<file path="config.mk">
export PLATFORM = sky130hd
export DESIGN_NAME = song_sequencer_flat
export DESIGN_NICKNAME = d
export VERILOG_FILES = /design/src/rtl/song_sequencer_if.sv /design/src/rtl/song_sequencer.sv /design/src/flat_wrapper.sv
export SDC_FILE = /design/constraint.sdc
export NUM_CORES = 1
export LEC_CHECK = 0
export CELL_PAD_IN_SITES_DETAIL_PLACEMENT = 0
export CELL_PAD_IN_SITES_GLOBAL_PLACEMENT = 2
export CORE_MARGIN = 8
export CORE_UTILIZATION = 28
export CTS_BUF_LIST = sky130_fd_sc_hd__clkbuf_8
export CTS_CLUSTER_SIZE = 12
export DETAILED_ROUTE_END_ITERATION = 8
export GPL_TIMING_DRIVEN = 1
export PLACE_DENSITY_LB_ADDON = 0.1
export SYNTH_ARGS = -nofsm -noshare
export SYNTH_HDL_FRONTEND = slang
export SYNTH_SLANG_ARGS = --single-unit
</file>
<file path="constraint.sdc">
create_clock -name clk -period 2.3 [get_ports clk]
set_input_delay 0.46 -clock clk [delete_from_list [all_inputs] [get_ports clk]]
set_output_delay 0.46 -clock clk [all_outputs]
set_load 0.02 [all_outputs]
</file>
<file path="src/rtl/song_sequencer_if.sv">
// Note-load handshake plus song ROM port shared by song_sequencer (master),
// note_player and the song ROM (slave side).
interface song_sequencer_if #(
    parameter int unsigned NOTE_ADDR_W = 5
) ();
    localparam int unsigned ADDR_W = 2 + NOTE_ADDR_W;

    logic [ADDR_W-1:0] rom_addr;
    logic [15:0]       rom_data;
    logic [5:0]        note_to_load;
    logic [5:0]        duration_to_load;
    logic [1:0]        stereo_side_to_load;
    logic              load_new_note;
    logic              done_with_note;

    modport master (
        output rom_addr,
        output note_to_load,
        output duration_to_load,
        output stereo_side_to_load,
        output load_new_note,
        input  rom_data,
        input  done_with_note
    );

    modport slave (
        input  rom_addr,
        input  note_to_load,
        input  duration_to_load,
        input  stereo_side_to_load,
        input  load_new_note,
        output rom_data,
        output done_with_note
    );
endinterface

</file>
<file path="src/rtl/song_sequencer.sv">
// Walks the selected song in ROM and hands one note at a time to note_player,
// waiting for its done pulse between notes.
module song_sequencer #(
    parameter int unsigned NOTE_ADDR_W = 5,
    parameter int unsigned ROM_LATENCY = 1
) (
    input  logic             clk,
    input  logic             reset,
    input  logic             play,
    input  logic [1:0]       song,
    output logic             song_done,
    song_sequencer_if.master bus
);
    typedef enum logic [2:0] {
        IDLE,
        FETCH,
        DECODE,
        ISSUE,
        WAIT_DONE,
        FINISHED
    } state_e;

    state_e                 state_q, state_d;
    logic [NOTE_ADDR_W-1:0] index_q, index_d;
    logic [1:0]             song_q, song_d;
    logic [5:0]             note_q, note_d;
    logic [5:0]             dur_q, dur_d;
    logic [1:0]             side_q, side_d;
    logic                   load_q, load_d;
    logic                   done_q, done_d;
    logic                   song_change;

    // Reserved ROM bit and the fixed one-cycle ROM latency carry no logic.
    logic unused_bits;
    assign unused_bits = ^{bus.rom_data[14], 1'(ROM_LATENCY)};

    assign bus.rom_addr            = {song_q, index_q};
    assign bus.note_to_load        = note_q;
    assign bus.duration_to_load    = dur_q;
    assign bus.stereo_side_to_load = side_q;
    assign bus.load_new_note       = load_q;
    assign song_done               = done_q;

    assign song_change = (state_q != IDLE) && (song != song_q);

    always_ff @(posedge clk or negedge reset) begin
        if (!reset) begin
            state_q <= IDLE;
            index_q <= '0;
            song_q  <= '0;
            note_q  <= '0;
            dur_q   <= '0;
            side_q  <= '0;
            load_q  <= 1'b0;
            done_q  <= 1'b0;
        end else begin
            state_q <= state_d;
            index_q <= index_d;
            song_q  <= song_d;
            note_q  <= note_d;
            dur_q   <= dur_d;
            side_q  <= side_d;
            load_q  <= load_d;
            done_q  <= done_d;
        end
    end

    // A song change restarts the walk from entry 0 and wins over done_with_note.
    always_comb begin
        state_d = state_q;
        index_d = index_q;
        song_d  = song_q;
        note_d  = note_q;
        dur_d   = dur_q;
        side_d  = side_q;
        load_d  = 1'b0;
        done_d  = done_q;

        if (song_change) begin
            state_d = FETCH;
            index_d = '0;
            song_d  = song;
            done_d  = 1'b0;
        end else begin
            case (state_q)
                IDLE: begin
                    song_d = song;
                    if (play) begin
                        state_d = FETCH;
                        index_d = '0;
                    end
                end
                FETCH: begin
                    if (play) state_d = DECODE;
                end
                DECODE: begin
                    if (bus.rom_data[15]) begin
                        state_d = FINISHED;
                        done_d  = 1'b1;
                    end else begin
                        note_d  = bus.rom_data[11:6];
                        dur_d   = bus.rom_data[5:0];
                        side_d  = bus.rom_data[13:12];
                        load_d  = 1'b1;
                        state_d = ISSUE;
                    end
                end
                ISSUE: begin
                    state_d = WAIT_DONE;
                end
                WAIT_DONE: begin
                    if (bus.done_with_note) begin
                        if (index_q == '1) begin
                            state_d = FINISHED;
                            done_d  = 1'b1;
                        end else begin
                            index_d = index_q + NOTE_ADDR_W'(1);
                            state_d = FETCH;
                        end
                    end
                end
                FINISHED: begin
                    state_d = FINISHED;
                end
                default: begin
                    state_d = IDLE;
                end
            endcase
        end
    end
endmodule

</file>
<file path="src/flat_wrapper.sv">
// flat-port wrapper written by rule: the top's interface ports become plain ports
module song_sequencer_flat 
#(
    parameter int unsigned NOTE_ADDR_W = 5,
    parameter int unsigned ROM_LATENCY = 1
)
  (clk, reset, play, song, song_done, bus_rom_addr, bus_note_to_load, bus_duration_to_load, bus_stereo_side_to_load, bus_load_new_note, bus_rom_data, bus_done_with_note);
  song_sequencer_if #(.NOTE_ADDR_W(NOTE_ADDR_W)) bus_i ();
  input  logic clk;
  input  logic reset;
  input  logic play;
  input  logic [1:0] song;
  output logic song_done;
  output wire logic [$bits(bus_i.rom_addr)-1:0] bus_rom_addr;
  output wire logic [$bits(bus_i.note_to_load)-1:0] bus_note_to_load;
  output wire logic [$bits(bus_i.duration_to_load)-1:0] bus_duration_to_load;
  output wire logic [$bits(bus_i.stereo_side_to_load)-1:0] bus_stereo_side_to_load;
  output wire logic [$bits(bus_i.load_new_note)-1:0] bus_load_new_note;
  input wire logic [$bits(bus_i.rom_data)-1:0] bus_rom_data;
  input wire logic [$bits(bus_i.done_with_note)-1:0] bus_done_with_note;
  assign bus_rom_addr = bus_i.rom_addr;
  assign bus_note_to_load = bus_i.note_to_load;
  assign bus_duration_to_load = bus_i.duration_to_load;
  assign bus_stereo_side_to_load = bus_i.stereo_side_to_load;
  assign bus_load_new_note = bus_i.load_new_note;
  assign bus_i.rom_data = bus_rom_data;
  assign bus_i.done_with_note = bus_done_with_note;
  song_sequencer #(.NOTE_ADDR_W(NOTE_ADDR_W), .ROM_LATENCY(ROM_LATENCY)) u_core (.clk(clk), .reset(reset), .play(play), .song(song), .song_done(song_done), .bus(bus_i));
endmodule
</file>
-- Word-level counts from Yosys, hierarchy flattened
Cells that the tools add are included.
- output and inout bits: 23
- input bits: 22
- word-level logic and storage cells: 56
- register bits after elaboration: 26
- bitwise logic cells: 2
- $add $sub $neg: 1
- reductions and logical operators: 10
- muxes and demuxes: 22
- eq/ne operators: 13
- operators by type and width (cell ; number):
    $mux 5 ; 4
    $mux 3 ; 6
    $pmux 3 s6 ; 1
    $ne 3x2->1 const B ; 5
    $pmux 5 s2 ; 1
    $reduce_bool 3->1 ; 3
    $reduce_and 4->1 ; 2
    $mux 1 ; 7
    $eq 3x2->1 const B ; 2
    $eq 3x3->1 const B ; 2
    $reduce_and 3->1 ; 2
    $add 5x1->5 const B ; 1
    $eq 5x5->1 const B ; 1
    $mux 2 ; 2
    $eq 3x1->1 const B ; 1
    $logic_not 3->1 ; 1
    $ne 3x1->1 const B ; 1
    $ne 2x2->1 ; 1
    $not 1->1 ; 2
    $pmux 1 s2 ; 1
    $reduce_bool 2->1 ; 1
    $logic_and 1x1->1 ; 1

-- Logic depth before layout (Yosys ltp)
- word-level depth: 5
- depth in mapped cells: 7
- mapped depth without buffers: 7

-- Least setup slack after synthesis
Ideal clock, no wire load.
- kind: reg-to-reg
- start: reg u_core.index_q[0]
- end: reg u_core.index_q[1]
- data required time: 2.221 ns
- arrival: 1.925 ns
- period minus slack after synthesis: 2.004 ns
- cell stages (with the launch flop): 8
- path slack: 0.296 ns
- path buffers: 0
- cells stage by stage: dfrtp_1 ha_1 and3_1 ha_1 nand2b_1 a211o_1 a21oi_2 mux2i_1
- longest elaborated chain between the ends: 5
- elaborated cells on any way between the ends: 8
- classes of those cells: add/sub: 1; eq/ne: 2; mux: 4; reduce/logical: 1
- ends and longest elaborated chain (element ; RTL line ; source):
    start: declaration ; song_sequencer.sv:24 ; logic [NOTE_ADDR_W-1:0] index_q, index_d;
    start signal: assignment ; song_sequencer.sv:58 ; index_q <= index_d;
    $add 5x1->5 ; song_sequencer.sv:117 ; index_d = index_q + NOTE_ADDR_W'(1);
    $mux 5 ; song_sequencer.sv:113 ; if (index_q == '1) begin
    $mux 5 ; song_sequencer.sv:112 ; if (bus.done_with_note) begin
    $pmux 5 s2 ; song_sequencer.sv:85 ; case (state_q)
    $mux 5 ; song_sequencer.sv:79 ; if (song_change) begin
Several ways; a longest one is shown, not always the timed one. The select of a mux whose other input is x is not followed.
A chain may end at the register's enable or synchronous reset.

-- Worst setup path after layout
- start: reg u_core.index_q[0]
- end: reg u_core.index_q[4]
Same word-level chain as after synthesis.

==> metrics.log <==
[metrics] result of the run: finished, final reports clean
[metrics] crit path max-delay cell type: sky130_fd_sc_hd__dfrtp_1
[metrics] diode count: 0
[metrics] Cell Pwr Density: 564 nW/µm²
[metrics] EDFF count, synth: 0
[metrics] TritonCTS Sinks: 26
[metrics] worst path required time: 2490 ps
[metrics] peak supply drop: 0.248 mV
[metrics] number of global-route vias before repair: 965
[metrics] number of storage elements in the synthesis netlist: 26
[metrics] fin crit share: 92.4%
[metrics] cell taking the most area after synthesis: sky130_fd_sc_hd__dfrtp_1
[metrics] cell type with the highest occurrence count on the critical path: sky130_fd_sc_hd__ha_1
[metrics] final routed wire length divided by cell count: 14.6 µm
[metrics] number of remaining DRC errors: 0
[metrics] count of endpoints failing hold in the final timing report: 0
[metrics] Max-Slew Margin vs Limit: 70.1%
[metrics] max-cap check violation count: 0
[metrics] layout cells sized above 1: 18.5%
[metrics] largest stage delay on the critical path: 430 ps
[metrics] maximum clock path buffer count: 2
[metrics] kind of end point of the critical path: flop
[metrics] worst slew pin tran: 447 ps
[metrics] Routed WL: 2900 µm
[metrics] P&R area growth vs syn: 43.9%
[metrics] critical path's top delay family: compound AO/OA/AOI/OAI gates
[metrics] placed wire-length estimate after detailed placement: 2170 µm
[metrics] Seq/Total Area, Yosys: 52.5%
[metrics] ordered list of cells on the worst path: ha_1 -> and3_1 -> ha_1 -> nand2b_1 -> a211o_1 -> a21oi_2 -> mux2i_1
[metrics] die area: 6810 µm²
[metrics] Vias per Instance: 4.52
[metrics] synthesis warning total: 0
[metrics] number of instances in the synthesized netlist: 101
[metrics] effective utilization at floorplan: 28.7%
[metrics] unrepaired setup endpoints after global routing: no
[metrics] first-pass GRT wire length: 4770 µm
[metrics] row cnt: 24
[metrics] DP Area: 1740 µm²
[metrics] switch share: 26.3%
[metrics] Gate power share: 23.9%
[metrics] summed instance area of the synthesized netlist: 1240 µm²
[metrics] worst setup skew after layout: 1.77 ps
[metrics] leading cell types by total area after synthesis: sky130_fd_sc_hd__dfrtp_1 (52%), sky130_fd_sc_hd__mux2_4 (11%), sky130_fd_sc_hd__mux2_2 (4.5%)
[metrics] area of the core: 4320 µm²
[metrics] Max Clk Rate: 471 MHz
[metrics] count of hold buffers inserted by post-cts repair: 0
[metrics] Buffers & Inverters on Critical Path: 0
[metrics] buffers inserted during post-CTS setup optimization: 0
[metrics] clock tree from TritonCTS: done
[metrics] reported leakage power: 0.765 nW
[metrics] clock tree root buffer cell: sky130_fd_sc_hd__clkbuf_8
[metrics] relative contribution of the clock network to total power: 24.9%
[metrics] total power of the final layout: 1.01 mW
[metrics] power dissipated by switching net loads: 0.265 mW
[metrics] most used standard cells in the synthesized netlist: sky130_fd_sc_hd__dfrtp_1 (26), sky130_fd_sc_hd__mux2_4 (9), sky130_fd_sc_hd__o21ai_0 (8), sky130_fd_sc_hd__nand2_1 (7)
[metrics] latest clock arrival within the worst-skew pair: 260 ps
[metrics] number of placed I/O pins: 45
[metrics] post-cts repair resize count: 0
[metrics] FFs w/ async S/R, synth: 100%
[metrics] share of Yosys cell area claimed by the top area cell type: 52.5%
[metrics] Vias: 894
[metrics] count of cell types in the netlist: 33
[metrics] most numerous cell in the Yosys netlist: sky130_fd_sc_hd__dfrtp_1
[metrics] highest fanout seen on the critical path: 5
[metrics] clock buffers created by TritonCTS: 3
[metrics] CP startpoint kind: flop
[metrics] largest net degree at the start of global routing: 27
[metrics] portion of total power attributed to sequential cells: 51.2%
[metrics] path type of the worst setup path: reg -> reg
[metrics] overall routing resource usage: 9.04%
[metrics] cell internal power dissipation: 0.741 mW
[metrics] routability cong.: 0.694
[metrics] floorplan die height: 82.5 µm
[metrics] top_reg_cell synth: sky130_fd_sc_hd__dfrtp_1
[metrics] deepest level of the CTS H-tree: 1
[metrics] DRT iter0 DRCs: 12
[metrics] type of the most critical hold path: reg -> reg
[metrics] total nets after synthesis: 125
[metrics] nets: 172
[metrics] Chip Width: 82.5 µm
[metrics] final cell utilization of the core: 41.3%
[metrics] final critical delay including setup and external delays: 2130 ps
[metrics] Mean Syn Cell Area: 12.3 µm²
[metrics] total of buffers placed on input and output ports: 43
[metrics] tightest hold margin: 511 ps
[metrics] residual overflow from global routing: 0
[metrics] antenna viol nets, final: 0
[metrics] number of pins with negative max-slew slack in the final report: 0
[metrics] clock transition time at the flip-flop clock pins of the worst setup and hold paths: 90 ps
[metrics] Setup Viol. Count Final: 0
[metrics] post-route cell area: 1780 µm²
[metrics] Setup TNS Final: 0 ps
[metrics] detailed-router iteration count before antenna repair: 3
[metrics] CP Data Arrival Time: 2310 ps
[metrics] antenna violations before repair: 0
## path summary, 6_finish.rpt
check / startpoint / to / slack (ps) / depth (start not counted)
worst max-delay path: u_core.index_q[0]$_DFFE_PN0P_ / u_core.index_q[4]$_DFFE_PN0P_ / 170 / 7
max in group asynchronous: reset / u_core.bus.stereo_side_to_load[0]$_DFFE_PN0P_ / 1490 / 2
worst min register to register: u_core.bus.stereo_side_to_load[1]$_DFFE_PN0P_ / u_core.bus.stereo_side_to_load[1]$_DFFE_PN0P_ / 510 / 1
worst max register to register: u_core.index_q[0]$_DFFE_PN0P_ / u_core.index_q[4]$_DFFE_PN0P_ / 170 / 7
min in group asynchronous: reset / u_core.index_q[4]$_DFFE_PN0P_ / 570 / 2
worst min-delay path: u_core.bus.stereo_side_to_load[1]$_DFFE_PN0P_ / u_core.bus.stereo_side_to_load[1]$_DFFE_PN0P_ / 510 / 1
## power by group through the flow
stage / sequential [mW] / combinational (mW) / clock, mW
global route: 0.521 / 0.262 / 0.285
finish: 0.514 / 0.240 / 0.251
global placement: 0.522 / 0.243 / 0
floorplan: 0.552 / 0.0887 / 0
CTS: 0.515 / 0.246 / 0.265
detailed placement: 0.523 / 0.245 / 0
## routing by layer
metal | part of all wire [%] | track usage, % | up-vias
met4 | 0.38 | 2.07 | 0
li1 | - | - | 437
met3 | 6.7 | 3.35 | 2
met5 | 0 | 0 | -
met2 | 47 | 14.4 | 21
met1 | 46 | 11.4 | 434
## final cells by class
cell class / instances / area [µm²]
multi-input combinational: 65 / 532
fill: 411 / 2540
timing repair buffer: 48 / 480
clock buffer: 3 / 41.3
tap: 52 / 65.1
inverter: 4 / 15.0
sequential: 26 / 651
## logic make-up (layout without fill, tap and decap cells)
family / Yosys count / count (layout) / share of synthesized area (%)
AND/OR/NAND/NOR: 29 / 29 / 14.2
flip-flops: 26 / 26 / 52.5
buffers and inverters: 10 / 55 / 4.64
adder cells (fa/ha/maj): 2 / 2 / 2.02
XOR/XNOR: 2 / 2 / 1.41
AO/OA/AOI/OAI: 15 / 15 / 7.37
multiplexers: 17 / 17 / 17.9
## through the flow
step                std cells  worst slack, ps
floorplan                 101              296
global placement          195              150
detailed placement        195              138
CTS                       198              130
global route              198             22.8
finish                    198              175
## worst register-to-register path, delay by kind of cell, from the launching register on
kind	cells	cell delay (ps)
AO/OA/AOI/OAI	2	610
flip-flops	1	430
adder cells (fa/ha/maj)	2	440
multiplexers	1	230
AND/OR/NAND/NOR	2	340
## cells in the final DEF, fill, tap and decap left out, types with 2 or more instances in the layout
cell type,Yosys,routed
sky130_fd_sc_hd__clkdlybuf4s50_1,0,43
sky130_fd_sc_hd__dfrtp_1,26,26
sky130_fd_sc_hd__mux2_4,9,9
sky130_fd_sc_hd__o21ai_0,8,8
sky130_fd_sc_hd__nand2_1,7,7
sky130_fd_sc_hd__nor2_1,5,5
sky130_fd_sc_hd__mux2_2,5,5
sky130_fd_sc_hd__inv_1,4,4
sky130_fd_sc_hd__buf_4,0,4
sky130_fd_sc_hd__mux2i_1,3,3
sky130_fd_sc_hd__clkbuf_8,0,3
sky130_fd_sc_hd__xor2_1,2,2
sky130_fd_sc_hd__and3_1,2,2
sky130_fd_sc_hd__nor2b_1,2,2
sky130_fd_sc_hd__nand2b_1,2,2
sky130_fd_sc_hd__o22ai_1,2,2
sky130_fd_sc_hd__and2_1,2,2
sky130_fd_sc_hd__ha_1,2,2
## registers in the layout, summed over array words and instances, names as in the netlist
name / flops
u_core.bus.duration_to_load: 6
u_core.bus.note_to_load: 6
u_core.index_q: 5
u_core.state_q: 3
u_core.bus.stereo_side_to_load: 2
u_core.song_q: 2
u_core.bus.load_new_note: 1
u_core.song_done: 1
(Power assumes the default switching activity.)
